<file path="src/rtl/gpu_line_pkg.sv">
// gpu_line_pkg: shared command type, FSM states and default coordinate width for the line scheduler
package gpu_line_pkg;
    localparam int COORD_W_DEF = 8;
    typedef struct packed {
        logic [COORD_W_DEF-1:0] x0, y0, x1, y1;
    } line_cmd_t;
    typedef enum logic [1:0] {IDLE, START, WAIT} sched_state_t;
endpackage

</file>
<file path="src/rtl/line_cmd_scheduler_if.sv">
// line_cmd_scheduler_if: requester command handshake plus rasterizer start/done and coordinates
interface line_cmd_scheduler_if #(
    parameter int NUM_REQ = 2,
    parameter int COORD_W = 8
);
    logic [NUM_REQ-1:0]                req_valid;
    logic [NUM_REQ-1:0]                req_ready;
    logic [NUM_REQ-1:0][4*COORD_W-1:0] req_cmd;
    logic                              eng_start;
    logic                              eng_done;
    logic [COORD_W-1:0]                eng_x0, eng_y0, eng_x1, eng_y1;
    modport master (
        output req_valid, req_cmd, eng_done,
        input  req_ready, eng_start, eng_x0, eng_y0, eng_x1, eng_y1
    );
    modport slave (
        input  req_valid, req_cmd, eng_done,
        output req_ready, eng_start, eng_x0, eng_y0, eng_x1, eng_y1
    );
endinterface

</file>
<file path="src/rtl/line_cmd_fifo.sv">
// line_cmd_fifo: circular command buffer; pointers carry an extra wrap bit to tell full from empty
module line_cmd_fifo #(
    parameter int DEPTH = 4,
    parameter int WIDTH = 32
) (
    input  logic                    clk,
    input  logic                    n_rst,
    input  logic                    push_i,
    input  logic                    pop_i,
    input  logic [WIDTH-1:0]        data_i,
    output logic [WIDTH-1:0]        data_o,
    output logic [$clog2(DEPTH):0]  count_o,
    output logic                    full_o,
    output logic                    empty_o
);
    localparam int AW = $clog2(DEPTH);
    logic [AW:0]      wr_q, rd_q;
    logic [WIDTH-1:0] mem_q [DEPTH];
    always_ff @(posedge clk or negedge n_rst) begin
        if (!n_rst) begin
            wr_q <= '0;
            rd_q <= '0;
        end else begin
            wr_q <= wr_q + {{AW{1'b0}}, push_i};
            rd_q <= rd_q + {{AW{1'b0}}, pop_i};
        end
    end
    always_ff @(posedge clk) begin
        if (push_i) mem_q[wr_q[AW-1:0]] <= data_i;
    end
    assign data_o  = mem_q[rd_q[AW-1:0]];
    assign count_o = wr_q - rd_q;
    assign full_o  = count_o == (AW+1)'(DEPTH);
    assign empty_o = wr_q == rd_q;
endmodule

</file>
<file path="src/rtl/line_cmd_scheduler.sv">
// line_cmd_scheduler: round-robin intake of line commands, FIFO buffering, and one-at-a-time
// issue to the shared rasterizer over its start/done handshake.
module line_cmd_scheduler
    import gpu_line_pkg::*;
#(
    parameter int NUM_REQ    = 2,
    parameter int FIFO_DEPTH = 4,
    parameter int COORD_W    = COORD_W_DEF
) (
    input  logic                         clk,
    input  logic                         n_rst,
    line_cmd_scheduler_if.slave          bus,
    output logic                         busy,
    output logic [$clog2(FIFO_DEPTH):0]  fifo_count,
    output logic [15:0]                  lines_drawn
);
    localparam int IW = (NUM_REQ > 1) ? $clog2(NUM_REQ) : 1;
    localparam int CW = 4 * COORD_W;
    logic [IW-1:0]      last_q, gnt_idx;
    logic [NUM_REQ-1:0] gnt;
    logic               push, pop, full, empty;
    logic [CW-1:0]      head, eng_q;
    logic [15:0]        lines_q, lines_d;
    sched_state_t       state_q, state_d;
    // Scan downward so the requester nearest after last_q is the one left in gnt_idx.
    always_comb begin
        gnt     = '0;
        gnt_idx = last_q;
        for (int k = NUM_REQ; k >= 1; k--) begin
            if (bus.req_valid[(int'(last_q) + k) % NUM_REQ]) gnt_idx = IW'((int'(last_q) + k) % NUM_REQ);
        end
        gnt[gnt_idx] = !full && bus.req_valid[gnt_idx];
    end
    assign push          = |gnt;
    assign bus.req_ready = gnt;
    always_comb begin
        state_d = state_q;
        pop     = 1'b0;
        lines_d = lines_q;
        case (state_q)
            IDLE: begin
                pop     = !empty;
                state_d = empty ? IDLE : START;
            end
            START: state_d = WAIT;
            WAIT: begin
                state_d = bus.eng_done ? IDLE : WAIT;
                lines_d = lines_q + {15'd0, bus.eng_done};
            end
            default: state_d = IDLE;
        endcase
    end
    always_ff @(posedge clk or negedge n_rst) begin
        if (!n_rst) begin
            state_q <= IDLE;
            last_q  <= IW'(NUM_REQ - 1);
            lines_q <= '0;
            eng_q   <= '0;
        end else begin
            state_q <= state_d;
            lines_q <= lines_d;
            if (push) last_q <= gnt_idx;
            if (pop) eng_q <= head;
        end
    end
    line_cmd_fifo #(.DEPTH(FIFO_DEPTH), .WIDTH(CW)) u_fifo (
        .clk    (clk),
        .n_rst  (n_rst),
        .push_i (push),
        .pop_i  (pop),
        .data_i (bus.req_cmd[gnt_idx]),
        .data_o (head),
        .count_o(fifo_count),
        .full_o (full),
        .empty_o(empty)
    );
    assign bus.eng_start = state_q == START;
    assign {bus.eng_x0, bus.eng_y0, bus.eng_x1, bus.eng_y1} = eng_q;
    assign busy        = state_q != IDLE || !empty;
    assign lines_drawn = lines_q;
endmodule

</file>
<file path="src/flat_wrapper.sv">
// flat-port wrapper written by rule: the top's interface ports become plain ports
module line_cmd_scheduler_flat import gpu_line_pkg::*;
#(
    parameter int NUM_REQ    = 2,
    parameter int FIFO_DEPTH = 4,
    parameter int COORD_W    = COORD_W_DEF
)
  (clk, n_rst, busy, fifo_count, lines_drawn, bus_req_valid, bus_req_cmd, bus_eng_done, bus_req_ready, bus_eng_start, bus_eng_x0, bus_eng_y0, bus_eng_x1, bus_eng_y1);
  line_cmd_scheduler_if #(.NUM_REQ(NUM_REQ), .COORD_W(COORD_W)) bus_i ();
  input  logic clk;
  input  logic n_rst;
  output logic busy;
  output logic [$clog2(FIFO_DEPTH):0] fifo_count;
  output logic [15:0] lines_drawn;
  input wire logic [$bits(bus_i.req_valid)-1:0] bus_req_valid;
  input wire logic [$bits(bus_i.req_cmd)-1:0] bus_req_cmd;
  input wire logic [$bits(bus_i.eng_done)-1:0] bus_eng_done;
  output wire logic [$bits(bus_i.req_ready)-1:0] bus_req_ready;
  output wire logic [$bits(bus_i.eng_start)-1:0] bus_eng_start;
  output wire logic [$bits(bus_i.eng_x0)-1:0] bus_eng_x0;
  output wire logic [$bits(bus_i.eng_y0)-1:0] bus_eng_y0;
  output wire logic [$bits(bus_i.eng_x1)-1:0] bus_eng_x1;
  output wire logic [$bits(bus_i.eng_y1)-1:0] bus_eng_y1;
  assign bus_i.req_valid = bus_req_valid;
  assign bus_i.req_cmd = bus_req_cmd;
  assign bus_i.eng_done = bus_eng_done;
  assign bus_req_ready = bus_i.req_ready;
  assign bus_eng_start = bus_i.eng_start;
  assign bus_eng_x0 = bus_i.eng_x0;
  assign bus_eng_y0 = bus_i.eng_y0;
  assign bus_eng_x1 = bus_i.eng_x1;
  assign bus_eng_y1 = bus_i.eng_y1;
  line_cmd_scheduler #(.NUM_REQ(NUM_REQ), .FIFO_DEPTH(FIFO_DEPTH), .COORD_W(COORD_W)) u_core (.clk(clk), .n_rst(n_rst), .bus(bus_i), .busy(busy), .fifo_count(fifo_count), .lines_drawn(lines_drawn));
endmodule
</file>
<file path="config.mk">
export PLATFORM = sky130hd
export DESIGN_NAME = line_cmd_scheduler_flat
export DESIGN_NICKNAME = d
export VERILOG_FILES = /design/src/rtl/gpu_line_pkg.sv /design/src/rtl/line_cmd_scheduler_if.sv /design/src/rtl/line_cmd_fifo.sv /design/src/rtl/line_cmd_scheduler.sv /design/src/flat_wrapper.sv
export SDC_FILE = /design/constraint.sdc
export NUM_CORES = 1
export LEC_CHECK = 0
export CAP_MARGIN = 20
export CORE_MARGIN = 5
export CORE_UTILIZATION = 30
export DETAILED_ROUTE_END_ITERATION = 8
export HOLD_SLACK_MARGIN = 0.03
export SYNTH_ARGS = -nofsm -noshare
export SYNTH_HDL_FRONTEND = slang
export SYNTH_SLANG_ARGS = --single-unit
export TNS_END_PERCENT = 20
</file>
<file path="constraint.sdc">
create_clock -name clk -period 5.7 [get_ports clk]
set_clock_uncertainty 0.05 [all_clocks]
set_input_delay 1.14 -clock clk [delete_from_list [all_inputs] [get_ports clk]]
set_output_delay 1.14 -clock clk [all_outputs]
set_load 0.02 [all_outputs]
</file>
==> flow_metrics.env, run 1 <==
export IMPL_yosysSeqAreaShare=0.701
export IMPL_synthArstFlopShare=0.308
export IMPL_setup_viol=0
export IMPL_synth_ff_type="edfxtp_1"
export IMPL_p_leak_uw=0.00359
export IMPL_gp_congestion=0.736
export IMPL_synth_nets=461
export IMPL_netlist_area_um2=7510
export IMPL_grt_pass1_vias=4346
export IMPL_met1_usage=0.136
export IMPL_worstPathCellList="buf_4, fa_1, xor3_1, nand3_1, o21ai_1, nor2b_1, clkdlybuf4s50_1"
export IMPL_drt_total_wl_mm=15.4
export IMPL_ioPinCount=124
export IMPL_drv_slew=0
export IMPL_viasPerCell=4.47
export IMPL_route_detailed_wl_per_inst_um=17.8
export IMPL_synthTopCellsByArea="edfxtp_1, dfrtp_1, mux4_2, mux2_4, mux2_2"
export IMPL_critical_path_max_fanout=35
export IMPL_finalCritPeriodShare=0.774
export IMPL_cp_required_ns=4.51
export IMPL_insertedDiodeCount=0
export IMPL_seq_area_um2=5270
export IMPL_holdBufCountCts=0
export IMPL_cts_sinks=185
export IMPL_synth_distinct_cells=32
export IMPL_ys_ff_latch=185
export IMPL_cts_root_buf="clkbuf_16"
export IMPL_startpoint_type="flip-flop"
export IMPL_reg2regPathDepth=7
export IMPL_fin_ws_ns=1.29
export IMPL_std_cell_rows=58
export IMPL_grt_overflow_total=0
export IMPL_start_util=0.302
export IMPL_hold_class="reg2reg"
export IMPL_yosysTopAreaCell="edfxtp_1"
export IMPL_die_area_um2=28300
export IMPL_clkSlewWorstSetupHoldPaths_ns=0.07
export IMPL_fillers=2266
export IMPL_synth_top_cell_area_share=0.511
export IMPL_maxCapViolCount=0
export IMPL_dp_cells=832
export IMPL_ir_drop_mv=0.237
export IMPL_fp_dieW_um=168
export IMPL_fin_tns_setup_ns=0
export IMPL_final_min_clock_period_ns=4.41
export IMPL_maxSlewHeadroom=0.449
export IMPL_route_antenna_remaining_nets=0
export IMPL_grt_util_all_layers=0.111
export IMPL_vias=3859
export IMPL_place_ws_ns=1.38
export IMPL_r2r_slack_ns=2.70
export IMPL_r2r_end="u_core.u_fifo.mem_q[3][17]"
export IMPL_htree_levels=4
export IMPL_slowest_stage="clkdlybuf4s50_1"
export IMPL_hpwl_mm=9.88
export IMPL_final_area_um2=9750
export IMPL_p_per_area_nw_per_um2=600
export IMPL_status="completed"
export IMPL_crit_type="reg2out"
export IMPL_hold_path_end="u_core.lines_drawn[15]"
export IMPL_drc=0
export IMPL_area_growth_pct=29.8
export IMPL_worstHoldPathCells=1
export IMPL_drive_gt1_frac=0.272
export IMPL_post_synth_top_count_cell="edfxtp_1"
export IMPL_grt_pass1_wl_mm=23.8
export IMPL_grt_busiest_layer="met2"
export IMPL_numCtsBuffers=17
export IMPL_max_freq_ghz=0.227
export IMPL_synth_top_cells_by_count="edfxtp_1, dfrtp_1, mux2_2, mux4_2, mux2_4"
export IMPL_clock_latency_ns=0.42
export IMPL_synth_edf_count=128
export IMPL_place_area_um2=9180
export IMPL_worstMarginPinSlew_ns=0.826
export IMPL_rsz0062_at_grt="false"
export IMPL_grt_use_met2=0.191
export IMPL_clockBufferDepth=2
export IMPL_hold_slack_ns=0.430
export IMPL_drt_pass1_iterations=4
export IMPL_io_buffers=123
export IMPL_grt_max_degree=58
export IMPL_cpPeakStageDelay_ns=0.63
export IMPL_nets=599
export IMPL_synth_cells=383
export IMPL_cts_tree="yes"
export IMPL_antenna_found_initial=0
export IMPL_postCtsSetupRepairBufs=0
export IMPL_met3_usage=0.0315
export IMPL_reg2reg_from="u_core.u_fifo.rd_q[1]"
export IMPL_end_kind="primary output"
export IMPL_core_um2=24900
export IMPL_cts_resized_gates=0
export IMPL_ys_warn_count=0
export IMPL_worstHoldStart="u_core.lines_drawn[15]"
export IMPL_drtIter0Drc=192
export IMPL_final_cells=864
export IMPL_cp_arrival_ns=3.22
export IMPL_syn_avg_cell_area_um2=19.6
export IMPL_hold_viol_final=0
export IMPL_multi_input_area_um2=2140
export IMPL_die_h_um=168
==> metrics by stage <==
| stage | power, uW | util |
|---|---|---|
| floorplan | 3930 | - |
| global placement | 4730 | 0.369 |
| detailed placement | 4810 | 0.369 |
| CTS | 5990 | 0.392 |
| global route | 6190 | 0.392 |
| finish | 5850 | 0.392 |
==> worst max path at each step <==
| stage | startpoint | to | slack (ns) | depth (start not counted) |
|---|---|---|---|---|
| final | u_core.u_fifo.rd_q[1] | bus_req_ready[0] | 1.29 | 7 |
| after CTS | u_core.u_fifo.rd_q[1] | bus_req_ready[0] | 1.23 | 7 |
| after global routing | u_core.u_fifo.rd_q[1] | bus_req_ready[1] | 1.09 | 7 |
| after detailed placement | bus_req_valid[1] | bus_req_ready[0] | 1.38 | 4 |
| after global placement | bus_req_valid[1] | bus_req_ready[0] | 1.36 | 4 |
| after floorplan | u_core.u_fifo.wr_q[0] | u_core.u_fifo.mem_q[2][0] | 1.16 | 7 |
==> power by group <==
| part | total [uW] | internal [uW] | switching, uW | leakage, uW |
|---|---|---|---|---|
| clock | 1150 | 648 | 503 | 0.000277 |
| combinational | 2400 | 1230 | 1170 | 0.00144 |
| sequential | 2310 | 2110 | 200 | 0.00187 |
| total | 5850 | 3980 | 1870 | 0.00359 |
==> cells by family (layout without fill, tap and decap cells) <==
group / Yosys count / after routing / synth area share
mux: 96 / 96 / 0.206
compound gates: 5 / 5 / 0.00383
xor+xnor: 18 / 18 / 0.0230
simple gates: 45 / 45 / 0.0323
flops: 185 / 185 / 0.701
buf+inv: 25 / 176 / 0.0176
fa+ha+maj: 9 / 9 / 0.0160
==> layer usage <==
layer	share of wire	up-vias
li1	-	1754
met1	0.43	1995
met2	0.52	92
met3	0.044	18
met4	0.014	0
met5	0	-
==> worst max-delay path, delay by kind of cell, from the launching register on <==
family,cells,cell delay [ns]
adders and majority gates,1,0.47
xor gates and xnor gates,1,0.39
and+or+nand+nor,2,0.35
buffers and inverters,2,0.93
AOI/OAI and AO/OA,1,0.27
DFF,1,0.38
==> cells in the final DEF, fill, tap and decap left out, types with 2 or more instances in the layout <==
cell               n
and3_1             4
and4b_1            2
buf_4             12
bufinv_16          2
clkbuf_16         17
clkdlybuf4s50_1  122
clkinv_1           4
clkinv_4           4
dfrtp_1           54
dfrtp_2            2
edfxtp_1         128
ha_1               8
inv_1             10
inv_6              2
mux2_2            36
mux2_4            28
mux4_2            32
nand2_1           15
nand3_1            4
nand4_1            3
nor2_1             3
nor2b_1            3
nor3_1             2
nor3_2             4
xnor2_1           11
xor2_1             6
==> flip-flops by register name, summed over array words and instances, names as in the netlist <==
register and cells:
u_core.u_fifo.mem_q 128, u_core.eng_q 32, u_core.lines_drawn 16, u_core.u_fifo.rd_q 3, u_core.u_fifo.wr_q 3, u_core.state_q 2
u_core.last_q 1
==> layout make-up <==
cell class,count,area share
clock inverters,14,0.0150
flip-flops and latches,185,0.541
multi-input cells,173,0.220
repair buffers,134,0.134
clock buffers,18,0.0440
inverters,10,0.00385
well taps,330,0.0423
No activity file was read; power rests on OpenSTA's default activity.
==> inputs of run 2 (changes only) <==
clock period = 4.3 ns   (was 5.7 ns; I/O delays follow)
==> run 2 against run 1 <==
Against the previous run:
- register-to-register slack lost 1.3 ns
- clock-buffer cell count shrank 1
- cell area grew 0.18%
- first-iteration DRC count grew 7.8%
- combinational power grew 33%
- via count shrank 0.96%
- cell count is the same
- largest cell class unchanged
- largest power group unchanged
==> flow_metrics.env, run 2 (synthesis results as in run 1) <==
export IMPL_largest_reg_flops=128
export IMPL_route_detailed_wl_per_inst_um=18.0
export IMPL_cp_required_ns=3.39
export IMPL_drv_slew=0
export IMPL_setup_viol=0
export IMPL_postCtsSetupRepairBufs=0
export IMPL_end_kind="primary output"
export IMPL_status="completed"
export IMPL_grt_use_met2=0.198
export IMPL_maxCapViolCount=0
export IMPL_grt_max_degree=58
export IMPL_numCtsBuffers=17
export IMPL_vias=3822
export IMPL_grt_pass1_vias=4368
export IMPL_drive_gt1_frac=0.281
export IMPL_clockBufferDepth=2
export IMPL_grt_util_all_layers=0.115
export IMPL_nets=599
export IMPL_final_min_clock_period_ns=3.98
export IMPL_crit_type="reg2out"
export IMPL_fin_tns_setup_ns=0
export IMPL_std_cell_rows=58
export IMPL_die_h_um=168
export IMPL_drt_total_wl_mm=15.5
export IMPL_drtIter0Drc=207
export IMPL_rsz0062_at_grt="false"
export IMPL_core_um2=24900
export IMPL_grt_busiest_layer="met2"
export IMPL_p_per_area_nw_per_um2=797
export IMPL_start_util=0.302
export IMPL_gp_congestion=0.722
export IMPL_area_growth_pct=30.0
export IMPL_worstMarginPinSlew_ns=0.791
export IMPL_p_leak_uw=0.00359
export IMPL_clock_latency_ns=0.42
export IMPL_viasPerCell=4.42
export IMPL_holdBufCountCts=0
export IMPL_htree_levels=4
export IMPL_critical_path_max_fanout=7
export IMPL_max_freq_ghz=0.251
export IMPL_cts_sinks=185
export IMPL_hold_class="reg2reg"
export IMPL_drt_pass1_iterations=4
export IMPL_finalCritPeriodShare=0.926
export IMPL_route_antenna_remaining_nets=0
export IMPL_drc=0
export IMPL_hpwl_mm=10.2
export IMPL_ioPinCount=124
export IMPL_hold_viol_final=0
export IMPL_cp_arrival_ns=3.07
export IMPL_met1_usage=0.145
export IMPL_layout_commonest_cell="edfxtp_1"
export IMPL_maxSlewHeadroom=0.473
export IMPL_die_area_um2=28300
export IMPL_grt_overflow_total=0
export IMPL_cts_tree="yes"
export IMPL_fp_dieW_um=168
export IMPL_hold_slack_ns=0.439
export IMPL_antenna_found_initial=0
export IMPL_cts_root_buf="clkbuf_16"
export IMPL_io_buffers=123
export IMPL_grt_pass1_wl_mm=24.9
export IMPL_r2r_slack_ns=1.43
export IMPL_final_cell_mix="edfxtp_1, clkdlybuf4s50_1, dfrtp_1"
export IMPL_ir_drop_mv=0.426
export IMPL_startpoint_type="flip-flop"
export IMPL_met3_usage=0.0315
export IMPL_clkSlewWorstSetupHoldPaths_ns=0.07
export IMPL_insertedDiodeCount=0
[run 2: cell types whose count changed in the layout (fill, tap and decap cells not counted), sizes merged]
cell / before / now
clkbuf: 18 / 17
clkinv: 8 / 6
bufinv: 2 / 1
inv: 13 / 16
clkinvlp: 1 / 2
[run 2: final timing paths]
kind                       cells after the start              startpoint                      to
setup / recovery                               8   u_core.u_fifo.wr_q[0]        bus_req_ready[0]
max in group asynchronous                      1                   n_rst   u_core.u_fifo.rd_q[1]
hold reg to reg                                1  u_core.lines_drawn[15]  u_core.lines_drawn[15]
min in group asynchronous                      1                   n_rst   u_core.lines_drawn[7]
hold / removal                                 1  u_core.lines_drawn[15]  u_core.lines_drawn[15]
setup reg to reg                               9   u_core.u_fifo.rd_q[1]   u_core.u_fifo.rd_q[2]
[run 2: worst max-delay path: stages, from the launching register on]
cell and delay (ns):
dfrtp_1 0.42, inv_1 0.12, ha_1 0.23, fa_1 0.39
xor3_1 0.39, nand3_1 0.16, o21ai_2 0.17, nor2b_1 0.16
clkdlybuf4s50_1 0.62
[run 2: power by group]
part           switching (uW)  internal (uW)  leakage (uW)  total (uW)
clock                     718            824      0.000283        1540
combinational            1560           1630       0.00144        3190
sequential                264           2790       0.00187        3060
total                    2540           5250       0.00359        7790
[run 2: per-stage QoR]
stage | cells | util | total power, uW | setup slack [ns] | cell area, um2
2_1_floorplan | 383 | - | 5210 | -0.240 | 7510
3_3_place_gp | 832 | 0.369 | 6310 | 0.712 | 9180
5_1_grt | 864 | 0.393 | 8280 | 0.137 | 9770
6_report | 864 | 0.393 | 7790 | 0.318 | 9770
3_5_place_dp | 832 | 0.369 | 6390 | 0.638 | 9180
4_1_cts | 864 | 0.392 | 7960 | 0.135 | 9770
[run 2: what timing repair did]
item                       in CTS  in global routing
hold endpoints to repair        0                  0
resized for setup               0                  1
setup endpoints to repair       0                  2
[run 2: final cells by class]
| cell class | count | area, um2 |
|---|---|---|
| fillers | 2274 | 15100 |
| well taps | 330 | 413 |
| flip-flops and latches | 185 | 5270 |
| clock buffers | 17 | 425 |
| clock inverters | 15 | 164 |
| repair buffers | 134 | 1310 |
| inverters | 10 | 37.5 |
| multi-input cells | 173 | 2150 |
[run 2: per-layer routing]
metal / vias to the layer above / share of wire
li1: 1760 / -
met1: 1960 / 0.44
met2: 86 / 0.51
met3: 16 / 0.043
met4: 0 / 0.010
met5: - / 0
==> inputs of run 3 (changes only) <==
CAP_MARGIN = default   (was 20)
SYNTH_HIERARCHICAL = 1   (was default)
==> run 3 against run 2 <==
Against the previous run:
- utilization up 0.32 points
- hold slack worse by 0.018 ns
- maximum frequency rose by 0.25%
- non-clock buffer count fell by 4
- total power is 3.1% lower
- critical path type unchanged
- largest cell class unchanged
- highest routed layer unchanged
==> flow_metrics.env, run 3 <==
export IMPL_insertedDiodeCount=0
export IMPL_cts_sinks=185
export IMPL_max_freq_ghz=0.252
export IMPL_slowest_stage="clkdlybuf4s50_1"
export IMPL_reg2reg_from="u_core/u_fifo/wr_q[0]"
export IMPL_synthArstFlopShare=0.308
export IMPL_std_cell_rows=57
export IMPL_place_area_um2=9050
export IMPL_numCtsBuffers=17
export IMPL_cp_required_ns=3.39
export IMPL_ir_drop_mv=0.559
export IMPL_fin_tns_setup_ns=0
export IMPL_hold_viol_final=0
export IMPL_final_area_um2=9650
export IMPL_p_per_area_nw_per_um2=782
export IMPL_clock_latency_ns=0.41
export IMPL_finalCritPeriodShare=0.924
export IMPL_reg2regPathDepth=9
export IMPL_drive_gt1_frac=0.268
export IMPL_r2r_end="u_core/u_fifo/mem_q[2][18]"
export IMPL_maxCapViolCount=0
export IMPL_hold_slack_ns=0.421
export IMPL_largest_reg_flops=128
export IMPL_yosysTopAreaCell="edfxtp_1"
export IMPL_worstMarginPinSlew_ns=0.978
export IMPL_startpoint="u_core/u_fifo/wr_q[0]"
export IMPL_critPathMostFrequentCell="inv_1"
export IMPL_ys_warn_count=6
export IMPL_startpoint_type="flip-flop"
export IMPL_fin_ws_ns=0.328
export IMPL_grt_overflow_total=0
export IMPL_cts_tree="yes"
export IMPL_clockBufferDepth=2
export IMPL_post_synth_top_count_cell="edfxtp_1"
export IMPL_place_ws_ns=0.552
export IMPL_synth_distinct_cells=37
export IMPL_synth_cells=381
export IMPL_grt_util_all_layers=0.109
export IMPL_hold_class="reg2reg"
export IMPL_syn_avg_cell_area_um2=19.6
export IMPL_nets=594
export IMPL_viasPerCell=4.49
export IMPL_status="completed"
export IMPL_gp_congestion=0.731
export IMPL_worstPathCellList="inv_1, ha_1, inv_1, fa_1, or3b_2, mux2i_1, o21bai_1, nor2_1, clkdlybuf4s50_1"
export IMPL_route_antenna_remaining_nets=0
export IMPL_yosysSeqAreaShare=0.707
export IMPL_p_leak_uw=0.00345
export IMPL_cpPeakStageDelay_ns=0.56
export IMPL_drv_slew=0
export IMPL_start_util=0.306
export IMPL_route_detailed_wl_per_inst_um=17.3
export IMPL_holdBufCountCts=0
export IMPL_crit_type="reg2out"
export IMPL_synth_ff_type="edfxtp_1"
export IMPL_clkSlewWorstSetupHoldPaths_ns=0.07
export IMPL_endpoint="bus_req_ready[0]"
export IMPL_die_area_um2=28100
export IMPL_netlist_area_um2=7460
export IMPL_synthTopCellsByArea="edfxtp_1, dfrtp_1, mux2_2, mux4_2, ha_1"
export IMPL_htree_levels=4
export IMPL_grt_max_degree=58
export IMPL_grt_pass1_wl_mm=23.7
export IMPL_final_cell_mix="edfxtp_1, clkdlybuf4s50_1, mux2_2"
export IMPL_r2r_slack_ns=1.11
export IMPL_grt_pass1_vias=4288
export IMPL_drtIter0Drc=180
export IMPL_io_buffers=123
export IMPL_layout_commonest_cell="edfxtp_1"
export IMPL_core_um2=24400
export IMPL_cp_arrival_ns=3.06
export IMPL_vias=3827
export IMPL_hpwl_mm=9.42
export IMPL_maxSlewHeadroom=0.348
export IMPL_critical_path_max_fanout=5
export IMPL_synth_top_cell_area_share=0.515
export IMPL_synth_nets=459
export IMPL_drt_pass1_iterations=4
export IMPL_die_h_um=168
export IMPL_synth_top_cells_by_count="edfxtp_1, mux2_2, dfrtp_1, mux4_2"
export IMPL_ioPinCount=124
export IMPL_ys_ff_latch=185
export IMPL_setup_viol=0
export IMPL_rsz0062_at_grt="false"
export IMPL_fp_dieW_um=168
export IMPL_final_min_clock_period_ns=3.97
export IMPL_area_growth_pct=29.4
export IMPL_cts_root_buf="clkbuf_16"
export IMPL_synth_edf_count=128
export IMPL_fin_util=0.396
export IMPL_antenna_found_initial=0
export IMPL_end_kind="primary output"
export IMPL_drt_total_wl_mm=14.8
export IMPL_drc=0
run 3: stage by stage:
step	std cells	total power, uW
floorplan	381	5000
finish	853	7550
detailed placement	821	6100
global route	853	8010
global placement	821	5980
CTS	853	7710
run 3: cell type report:
type	instances	area [um2]
fillers	2238	14700
flip-flops and latches	185	5270
multi-input cells	175	2060
repair buffers	130	1280
clock buffers	18	429
well taps	324	405
clock inverters	14	171
inverters	7	26.3
run 3: logic make-up (layout without fill, tap and decap cells):
family | Yosys count | in the layout | synth area share
simple gates | 47 | 47 | 0.0359
fa+ha+maj | 9 | 9 | 0.0161
xor+xnor | 18 | 18 | 0.0211
mux | 97 | 97 | 0.196
buf+inv | 21 | 169 | 0.0206
flops | 185 | 185 | 0.707
compound gates | 4 | 4 | 0.00386
run 3: worst min-delay path by stage:
stage	end	depth (start not counted)	start
after CTS	u_core/lines_drawn[15]	1	u_core/lines_drawn[15]
after global placement	u_core/lines_drawn[15]	1	u_core/lines_drawn[15]
after global routing	u_core/lines_drawn[15]	1	u_core/lines_drawn[15]
after floorplan	u_core/u_fifo/rd_q[2]	1	u_core/u_fifo/rd_q[2]
after detailed placement	u_core/lines_drawn[15]	1	u_core/lines_drawn[15]
final	u_core/lines_drawn[15]	1	u_core/lines_drawn[15]
run 3: timing repair:
action | CTS | global route
setup endpoints to repair | 0 | 1
setup buffers | 0 | 0
resized for setup | 0 | 1
run 3: where the power goes:
part / internal [uW] / leakage, uW / switching, uW
combinational: 1430 / 0.00127 / 1490
clock: 922 / 0.000296 / 661
sequential: 2800 / 0.00188 / 254
total: 5150 / 0.00345 / 2400
run 3: layer usage:
metal | up-vias | GRT usage | part of all wire
li1 | 1754 | - | -
met1 | 1977 | 0.143 | 0.45
met2 | 89 | 0.179 | 0.50
met3 | 7 | 0.0311 | 0.047
met4 | 0 | 0.0265 | 0.0075
met5 | - | 0 | 0
run 3: critical path, delay by kind of cell (launching register included):
| kind | cells | cell delay, ns |
|---|---|---|
| buffers and inverters | 3 | 0.71 |
| adder cells (fa/ha/maj) | 2 | 0.65 |
| AND/OR/NAND/NOR | 2 | 0.53 |
| flip-flops | 1 | 0.44 |
| AO/OA/AOI/OAI | 1 | 0.16 |
| multiplexers | 1 | 0.15 |
